===== src/rtl/note_pkg.sv =====
// Shared types and constants for the note sequencer: FSM states, melody
// entry layout and the default melody.
package note_pkg;

  typedef enum logic [2:0] {
    S_IDLE,
    S_LOAD,
    S_PLAY,
    S_PAUSE,
    S_END
  } state_t;

  // A duration of zero marks the end of the song.
  localparam int END_MARK = 0;

  localparam int NOTA_W = 3;

  // Stored melody layout: {tom, nota[2:0], dur[3:0]}.
  localparam int MEL_DUR_W    = 4;
  localparam int MEL_W        = MEL_DUR_W + NOTA_W + 1;
  localparam int MEL_DUR_LSB  = 0;
  localparam int MEL_NOTA_LSB = MEL_DUR_W;
  localparam int MEL_TOM_BIT  = MEL_DUR_W + NOTA_W;
  localparam int MEL_LEN      = 16;

  // Three notes and then the end marker. The remaining slots also hold the
  // marker, so any song length reads a terminated melody.
  localparam logic [MEL_W-1:0] DEFAULT_MELODY [MEL_LEN] = '{
    8'hA2, 8'h51, 8'hF3, 8'h00,
    8'h00, 8'h00, 8'h00, 8'h00,
    8'h00, 8'h00, 8'h00, 8'h00,
    8'h00, 8'h00, 8'h00, 8'h00
  };

  // Field offsets inside the widened entry {tom, nota, dur[dur_w-1:0]}.
  function automatic int nota_lsb(int dur_w);
    return dur_w;
  endfunction

  function automatic int tom_bit(int dur_w);
    return dur_w + NOTA_W;
  endfunction

endpackage


===== src/rtl/note_sequencer_rom.sv =====
// Melody ROM: combinational, case-based lookup returning the packed entry
// {tom, nota, dur} for the requested index. Swap this file to change melody.
module song_rom
  import note_pkg::*;
#(
  parameter int SONG_LEN = 16,
  parameter int DUR_W    = 4,
  localparam int IDX_W   = (SONG_LEN > 1) ? $clog2(SONG_LEN) : 1,
  localparam int EW      = DUR_W + NOTA_W + 1
) (
  input  logic [IDX_W-1:0] idx,
  output logic [EW-1:0]    entry
);

  logic [7:0]       addr;
  logic [MEL_W-1:0] raw;

  assign addr = 8'(idx);

  // Table lookup; anything past the song length reads as the end marker.
  always_comb begin
    raw = '0;
    case (addr)
      8'd0:    raw = DEFAULT_MELODY[0];
      8'd1:    raw = DEFAULT_MELODY[1];
      8'd2:    raw = DEFAULT_MELODY[2];
      8'd3:    raw = DEFAULT_MELODY[3];
      8'd4:    raw = DEFAULT_MELODY[4];
      8'd5:    raw = DEFAULT_MELODY[5];
      8'd6:    raw = DEFAULT_MELODY[6];
      8'd7:    raw = DEFAULT_MELODY[7];
      8'd8:    raw = DEFAULT_MELODY[8];
      8'd9:    raw = DEFAULT_MELODY[9];
      8'd10:   raw = DEFAULT_MELODY[10];
      8'd11:   raw = DEFAULT_MELODY[11];
      8'd12:   raw = DEFAULT_MELODY[12];
      8'd13:   raw = DEFAULT_MELODY[13];
      8'd14:   raw = DEFAULT_MELODY[14];
      8'd15:   raw = DEFAULT_MELODY[15];
      default: raw = '0;
    endcase
    if (int'(addr) >= SONG_LEN) raw = '0;
  end

  // Re-pack into the sequencer's duration width.
  assign entry = {raw[MEL_TOM_BIT],
                  raw[MEL_NOTA_LSB +: NOTA_W],
                  DUR_W'(raw[MEL_DUR_LSB +: MEL_DUR_W])};

endmodule


===== src/rtl/note_sequencer.sv =====
// Melody player: steps through the song ROM, holds each note for its
// duration in prescaler ticks and presents tom/nota to the display decoder.
module note_sequencer
  import note_pkg::*;
#(
  parameter int CLK_DIV  = 50000,
  parameter int SONG_LEN = 16,
  parameter int DUR_W    = 4,
  localparam int IDX_W   = (SONG_LEN > 1) ? $clog2(SONG_LEN) : 1
) (
  input  logic             clk,
  input  logic             reset,
  input  logic             start,
  input  logic             stop,
  input  logic             pause,
  input  logic             loop_en,
  output logic             tom,
  output logic [2:0]       nota,
  output logic             note_valid,
  output logic             busy,
  output logic             done,
  output logic [IDX_W-1:0] idx
);

  localparam int PW       = (CLK_DIV > 1) ? $clog2(CLK_DIV) : 1;
  localparam int EW       = DUR_W + NOTA_W + 1;
  localparam int NOTA_LSB = nota_lsb(DUR_W);
  localparam int TOM_BIT  = tom_bit(DUR_W);

  state_t           state, state_n;
  logic [PW-1:0]    presc, presc_n;
  logic [DUR_W-1:0] rem, rem_n;
  logic [IDX_W-1:0] idx_n;
  logic             tom_n;
  logic [2:0]       nota_n;

  logic [EW-1:0]    entry;
  logic [DUR_W-1:0] e_dur;
  logic [2:0]       e_nota;
  logic             e_tom;
  logic             tick;
  logic             last_entry;

  song_rom #(
    .SONG_LEN (SONG_LEN),
    .DUR_W    (DUR_W)
  ) u_rom (
    .idx   (idx),
    .entry (entry)
  );

  assign e_dur      = entry[DUR_W-1:0];
  assign e_nota     = entry[NOTA_LSB +: NOTA_W];
  assign e_tom      = entry[TOM_BIT];
  assign tick       = (presc == PW'(CLK_DIV - 1));
  assign last_entry = (idx == IDX_W'(SONG_LEN - 1));

  assign note_valid = (state == S_PLAY) || (state == S_PAUSE);
  assign busy       = (state != S_IDLE);
  assign done       = (state == S_END) && !loop_en && !stop && !reset;

  // State, prescaler, note registers; everything returns to idle on reset.
  always_ff @(posedge clk) begin
    if (reset) begin
      state <= S_IDLE;
      idx   <= '0;
      presc <= '0;
      rem   <= '0;
      tom   <= 1'b0;
      nota  <= '0;
    end else begin
      state <= state_n;
      idx   <= idx_n;
      presc <= presc_n;
      rem   <= rem_n;
      tom   <= tom_n;
      nota  <= nota_n;
    end
  end

  // Next-state: stop overrides everything, pause freezes a sounding note,
  // start only matters when idle.
  always_comb begin
    state_n = state;
    idx_n   = idx;
    presc_n = presc;
    rem_n   = rem;
    tom_n   = tom;
    nota_n  = nota;

    if (stop) begin
      state_n = S_IDLE;
      idx_n   = '0;
      presc_n = '0;
      rem_n   = '0;
      tom_n   = 1'b0;
      nota_n  = '0;
    end else begin
      case (state)
        S_IDLE: begin
          if (start) state_n = S_LOAD;
        end

        S_LOAD: begin
          tom_n   = e_tom;
          nota_n  = e_nota;
          rem_n   = e_dur;
          presc_n = '0;
          state_n = (e_dur == DUR_W'(END_MARK)) ? S_END : S_PLAY;
        end

        // Leaving PAUSE counts as a normal play cycle, so every cycle with
        // pause high stretches the note by exactly one cycle.
        S_PLAY, S_PAUSE: begin
          if (pause) begin
            state_n = S_PAUSE;
          end else begin
            state_n = S_PLAY;
            if (tick) begin
              presc_n = '0;
              rem_n   = rem - 1'b1;
              if (rem == DUR_W'(1)) begin
                if (last_entry) begin
                  state_n = S_END;
                end else begin
                  idx_n   = idx + 1'b1;
                  state_n = S_LOAD;
                end
              end
            end else begin
              presc_n = presc + 1'b1;
            end
          end
        end

        S_END: begin
          idx_n = '0;
          if (loop_en) begin
            state_n = S_LOAD;
          end else begin
            state_n = S_IDLE;
            presc_n = '0;
            rem_n   = '0;
            tom_n   = 1'b0;
            nota_n  = '0;
          end
        end

        default: begin
          state_n = S_IDLE;
          idx_n   = '0;
        end
      endcase
    end
  end

endmodule


===== config.mk =====
export PLATFORM = sky130hd
export DESIGN_NAME = note_sequencer
export DESIGN_NICKNAME = d
export VERILOG_FILES = /design/src/rtl/note_pkg.sv /design/src/rtl/note_sequencer_rom.sv /design/src/rtl/note_sequencer.sv
export SDC_FILE = /design/constraint.sdc
export NUM_CORES = 1
export LEC_CHECK = 0
export ABC_CLOCK_PERIOD_IN_PS = 5960
export CAP_MARGIN = 20
export CELL_PAD_IN_SITES_DETAIL_PLACEMENT = 1
export CELL_PAD_IN_SITES_GLOBAL_PLACEMENT = 1
export CORE_MARGIN = 2
export CORE_UTILIZATION = 40
export CTS_CLUSTER_SIZE = 16
export DETAILED_ROUTE_END_ITERATION = 12
export GPL_TIMING_DRIVEN = 0
export PLACE_DENSITY_LB_ADDON = 0.2
export SYNTH_ARGS = -nofsm -noshare
export SYNTH_HDL_FRONTEND = slang
export SYNTH_SLANG_ARGS = --single-unit

===== constraint.sdc =====
create_clock -name clk -period 5.96 [get_ports clk]
set_input_delay 1.788 -clock clk [delete_from_list [all_inputs] [get_ports clk]]
set_output_delay 1.788 -clock clk [all_outputs]
set_load 0.1 [all_outputs]

==> flow_summary.ini, run 1 <==
[status]
status = finished, final reports clean

[routing]
drt-total-wl_mm = 4.23
wl_per_cell_um = 15.3
drtIter0Drc = 36
dr.pass1.iters = 4
final_antenna_net_count = 0
drc = 0
viasPerCell = 5.53
vias = 1525

[critical_path]
cp_data_required_time_ns = 4.17
critPathArrivalTime_ns = 4.08
end_kind = output port
crit_chain = clkdlybuf4s50_1 > or2_2 > clkbuf_1 > nor4_2 > clkdlybuf4s50_1
slowest_stage = clkdlybuf4s50_1
crit_type = in2out
crit_path_frequent_cell = clkdlybuf4s50_1
cp-start-kind = input port
max_stage_delay_ns = 1.17
critPathMaxFanout = 6

[yosys]
async_flop_share_pct = 0
synth_area_leaders = dfxtp_1 (37%), nor2_1 (6.6%), xor2_1 (5.7%)
yosysMostFrequentCell = dfxtp_1
synth_top_cell_by_area = dfxtp_1
synth_top_area_share_pct = 36.5
syn_avg_cell_area_sq_um = 8.41
synth_cell_types = 47
synthCells = 202
synth-edff-count = 0
synth-seq-area-share_pct = 36.5
syn-num-nets = 212
ys_ff_latch = 31
synth_commonest_cells = dfxtp_1 (31), nor2_1 (30), nand2_1 (17)
synth-main-ff-cell = dfxtp_1
syn_area_sq_um = 1700
synth_warnings = 0

[global_routing]
grt_pass1_wl_mm = 7.47
grt_antenna_before_repair = 0
grt_util_all_layers_pct = 19.2
grt_pass1_vias = 1576
grt_overflow = 0
grt_max_degree = 11

[final_layout]
synthToLayoutAreaGrowth_pct = 18.3
layout.nets = 235
fillerInstances = 495
post_route_cells_drive_above_1_share_pct = 7.96
antennaDiodeCount = 0

[place]
hpwlAfterDp_mm = 3.19
routabilityCongestion = 0.810
io_buffers = 16

[timing]
fin_skew_ns = 0.00553
rsz0062_at_grt = no
slew_headroom_pct = 33.2
fin_crit_ns = 5.86
setup_viol = 0
maxClockFrequency_ghz = 0.171
period_share_pct = 98.4
finalHoldViolations = 0
tightest_slew_ns = 0.999
holdWs_ns = 0.513
setup_tns_ns = 0
slew_viol_final = 0

[clock_network]
ctsResizeCount = 0
clock_latency_ns = 0.29
ctsHoldBuffers = 0
clock-root-buffer = clkbuf_8
cts_setup_buffers = 0
cts.clk_slew.worst_paths_ns = 0.07
clock_sinks = 31
h-tree-depth = 2
clockBufferDepth = 2
cts_tree = done
cts_made_buffers = 5

[die]
die_w_um = 69.2
coreArea_sq_um = 4060
rows = 23
ios = 17
fp.dieArea_sq_um = 4790
die_h_um = 69.2
start_util_pct = 41.9

[pwr]
power_density_nw_per_um2 = 202
peakVddDrop_uv = 101
total_leakage_power_nw = 0.751

[hold_path]
hold_class = reg2reg

[job]
cap_violations = 0
==> final timing paths <==
| check | start | to | slack (ns) | depth (start not counted) |
|---|---|---|---|---|
| worst max-delay path | reset | done | 0.1 | 5 |
| worst min-delay path | presc[1]$_SDFFE_PN0P_ | presc[1]$_SDFFE_PN0P_ | 0.51 | 2 |
| worst max register to register | presc[0]$_SDFFE_PN0P_ | presc[6]$_SDFFE_PN0P_ | 3.46 | 7 |
| worst min register to register | presc[1]$_SDFFE_PN0P_ | presc[1]$_SDFFE_PN0P_ | 0.51 | 2 |
==> power by group <==
part	switching, W	internal, W	total [W]
sequential	0.00000192	0.000209	0.000211
clock	0.0000810	0.0000819	0.000163
combinational	0.0000209	0.0000114	0.0000323
==> cell families (layout without fill, tap and decap cells) <==
logic type,Yosys count,in the layout,share of synthesized area [%]
AOI/OAI and AO/OA,25,25,10.3
xor gates and xnor gates,18,18,9.28
adders and majority gates,4,4,2.95
buffers and inverters,13,37,3.46
DFF,31,31,36.5
muxes,3,3,1.77
and+or+nand+nor,108,108,35.7
==> final cells by class <==
cell class	count	area [sq um]	area share, %
plain buffers	9	43.8	2.18
inverters	4	15.0	0.747
well taps	50	62.6	3.11
multi-input cells	158	1030	51.1
flip-flops and latches	31	621	30.9
clock inverters	1	5.00	0.249
repair buffers	16	160	7.97
clock buffers	7	76.3	3.80
==> registers in the layout, indices dropped and copies added, names as in the netlist <==
register  cells
presc        16
nota          2
entry         2
idx           4
rem           4
state         3
==> layout by cell type (no fill, tap or decap), types with 2 or more instances in the layout <==
cell,Yosys,final
nand3_1,14,14
or4b_1,2,2
clkbuf_1,5,7
nand2_1,17,17
a21oi_1,6,6
dfxtp_1,31,31
xor2_1,11,11
xnor2_1,7,7
nor4_1,3,2
nor2_1,30,30
or4_1,2,2
buf_4,2,2
a41o_1,2,2
mux2i_1,3,3
and2_1,3,3
nand4_1,7,7
buf_2,2,2
a31oi_1,2,2
or3b_1,3,3
a22oi_1,2,2
clkbuf_8,0,5
and3_1,3,3
or3_1,4,4
clkdlybuf4s50_1,0,16
o21ai_0,4,4
nor2b_1,2,2
nor3_1,5,5
inv_1,3,3
ha_1,4,4
nand2b_1,4,4
==> worst max-delay path: cells and delay by family <==
family | cells | cell delay, ns
buf+inv | 3 | 1.79
simple gates | 2 | 0.48
==> stage by stage <==
stage	instance area [sq um]	total power [W]	util (%)	cells	setup WS (ns)
final	2010	0.000406	49.5	276	0.0969
after global routing	2010	0.000424	49.5	276	0.0215
after CTS	2010	0.000412	49.5	276	0.0927
after detailed placement	1930	0.000248	47.5	268	0.118
after global placement	1930	0.000247	47.5	268	0.137
after floorplan	1710	0.000237	-	202	0.320
==> metal layers <==
metal	part of all wire [%]	GRT usage [%]
met3	3.2	4.94
met2	48	31.9
met5	0	0
met4	2.4	7.63
met1	47	23.6
Note: power is estimated with default switching activity, not from simulation.
==> inputs of run 2 (changes only) <==
--- a/config.mk
+++ b/config.mk
@@ -13,6 +13,7 @@
 export CORE_UTILIZATION = 40
 export CTS_CLUSTER_SIZE = 16
 export DETAILED_ROUTE_END_ITERATION = 12
+export DONT_BUFFER_PORTS = 1
 export GPL_TIMING_DRIVEN = 0
 export PLACE_DENSITY_LB_ADDON = 0.2
 export SYNTH_ARGS = -nofsm -noshare
==> flow_summary.ini, run 2 (synthesized netlist as in run 1, its figures left out) <==
[routing]
drc = 0
drt-total-wl_mm = 4.20
viasPerCell = 5.82
wl_per_cell_um = 16.2
drtIter0Drc = 78
vias = 1508
final_antenna_net_count = 0
dr.pass1.iters = 4

[critical_path]
slowest_stage = or2_2
r2r_cells = 7
max_stage_delay_ns = 0.27
r2r-start = presc[0]$_SDFFE_PN0P_
crit_type = in2out
cp_top_family = simple AND/OR/NAND/NOR gates
cp_data_required_time_ns = 4.17
critPathArrivalTime_ns = 2.72
reg2reg_slack_ns = 3.37
crit_chain = or2_2 > clkbuf_1 > nor4_4 > buf_8
end_kind = output port
cp-start-kind = input port
critPathMaxFanout = 6
path_buf_inv = 2
rr_endpoint = presc[9]$_SDFFE_PN0P_

[global_routing]
grt_pass1_vias = 1601
grt_antenna_before_repair = 0
grt_overflow = 0
grt_pass1_wl_mm = 7.36
grt_max_degree = 11
grt_util_all_layers_pct = 18.9

[die]
coreArea_sq_um = 4060
fp.dieArea_sq_um = 4790
rows = 23
die_h_um = 69.2
start_util_pct = 41.9
die_w_um = 69.2
ios = 17

[timing]
rsz0062_at_grt = no
maxClockFrequency_ghz = 0.222
fin_crit_ns = 4.51
setup_viol = 0
tightest_slew_ns = 1.10
fin_skew_ns = 0.00533
slew_headroom_pct = 26.5
finalHoldViolations = 0
setup_tns_ns = 0
period_share_pct = 75.6
slew_viol_final = 0
holdWs_ns = 0.514

[final_layout]
fin_util_pct = 45.9
final_common_cell = dfxtp_1
antennaDiodeCount = 0
fillerInstances = 490
largest_register_ffs = 16
regMostFlops = presc
final_cells = 259
synthToLayoutAreaGrowth_pct = 9.72
reg_top3 = presc x16, idx x4, rem x4
post_route_cells_drive_above_1_share_pct = 8.61
layout.nets = 220
final_cell_mix = dfxtp_1 (31), nor2_1 (30), nand2_1 (17), nand3_1 (14), xor2_1 (11)

[pwr]
total_leakage_power_nw = 0.696
power.total_w = 0.000388
power_switching_share_pct = 24.2
p_int_w = 0.000294
clockPowerShare_pct = 38.6
switchingPower_w = 0.0000939
comb_power_share_pct = 6.7
peakVddDrop_uv = 105
power_density_nw_per_um2 = 208
pwr-share-seq_pct = 54.8

[hold_path]
hold_end = presc[1]$_SDFFE_PN0P_
min_from = presc[1]$_SDFFE_PN0P_
timing.hold.worst_path_depth = 2
hold_class = reg2reg

[clock_network]
clock-root-buffer = clkbuf_8
clockBufferDepth = 2
ctsHoldBuffers = 0
cts_setup_buffers = 0
cts_tree = done
h-tree-depth = 2
ctsResizeCount = 0
cts_made_buffers = 5
clock_sinks = 31
clock_latency_ns = 0.28
cts.clk_slew.worst_paths_ns = 0.06

[place]
dpl.cell_count = 253
hpwlAfterDp_mm = 3.24
routabilityCongestion = 0.822
io_buffers = 0

[status]
status = finished, final reports clean

[job]
cap_violations = 0
==> run 2: cell count changes in the layout (fill, tap and decap cells not counted), sizes merged <==
cell           previous run  this run
clkdlybuf4s50            16         0
clkbuf                   12        11
clkinv                    1         0
buf                       4         5
==> run 2: power by group through the flow <==
| stage | registers, W | clock network [W] | logic [W] |
|---|---|---|---|
| 2_1_floorplan | 0.000216 | 0 | 0.0000209 |
| 3_3_place_gp | 0.000216 | 0 | 0.0000252 |
| 3_5_place_dp | 0.000217 | 0 | 0.0000261 |
| 4_1_cts | 0.000212 | 0.000155 | 0.0000263 |
| 5_1_grt | 0.000212 | 0.000166 | 0.0000285 |
| 6_report | 0.000212 | 0.000149 | 0.0000259 |
==> run 2: layer usage <==
layer | global-route usage (%) | vias to the layer above | share of wire [%] | wire length [um]
met5 | 0 | - | 0 | 0
met4 | 5.88 | 0 | 1.2 | 51
met2 | 34.3 | 19 | 52 | 2190
met1 | 21.6 | 747 | 43 | 1820
li1 | - | 737 | - | -
met3 | 4.94 | 5 | 3.1 | 129
==> run 2: final cells by class <==
cell class	count	area, sq um	share of cell area, %
clock buffers	6	72.6	3.89
inverters	4	15.0	0.805
well taps	50	62.6	3.36
repair buffers	1	15.0	0.805
flip-flops and latches	31	621	33.3
multi-input cells	158	1030	55.5
plain buffers	9	43.8	2.35
==> run 2: per-stage QoR <==
step / setup WS, ns / cell area, sq um
after floorplan: 0.320 / 1710
after global placement: 0.216 / 1770
after detailed placement: 1.45 / 1790
after CTS: 1.44 / 1860
after global routing: 1.41 / 1860
final: 1.45 / 1860
==> run 2: worst max-delay path by stage <==
stage | from | end | slack (ns) | cells after the start
5_1_grt | reset | done | 1.41 | 4
2_1_floorplan | reset | done | 0.32 | 3
3_3_place_gp | reset | done | 0.22 | 3
3_5_place_dp | reset | done | 1.45 | 4
6_report | reset | done | 1.45 | 4
4_1_cts | reset | done | 1.44 | 4
==> run 2: worst reg2reg max path, delay by kind of cell (launching register included) <==
| kind | cells | cell delay, ns |
|---|---|---|
| buf+inv | 1 | 0.26 |
| fa+ha+maj | 1 | 0.25 |
| simple gates | 4 | 0.92 |
| compound gates | 1 | 0.63 |
| flops | 1 | 0.42 |
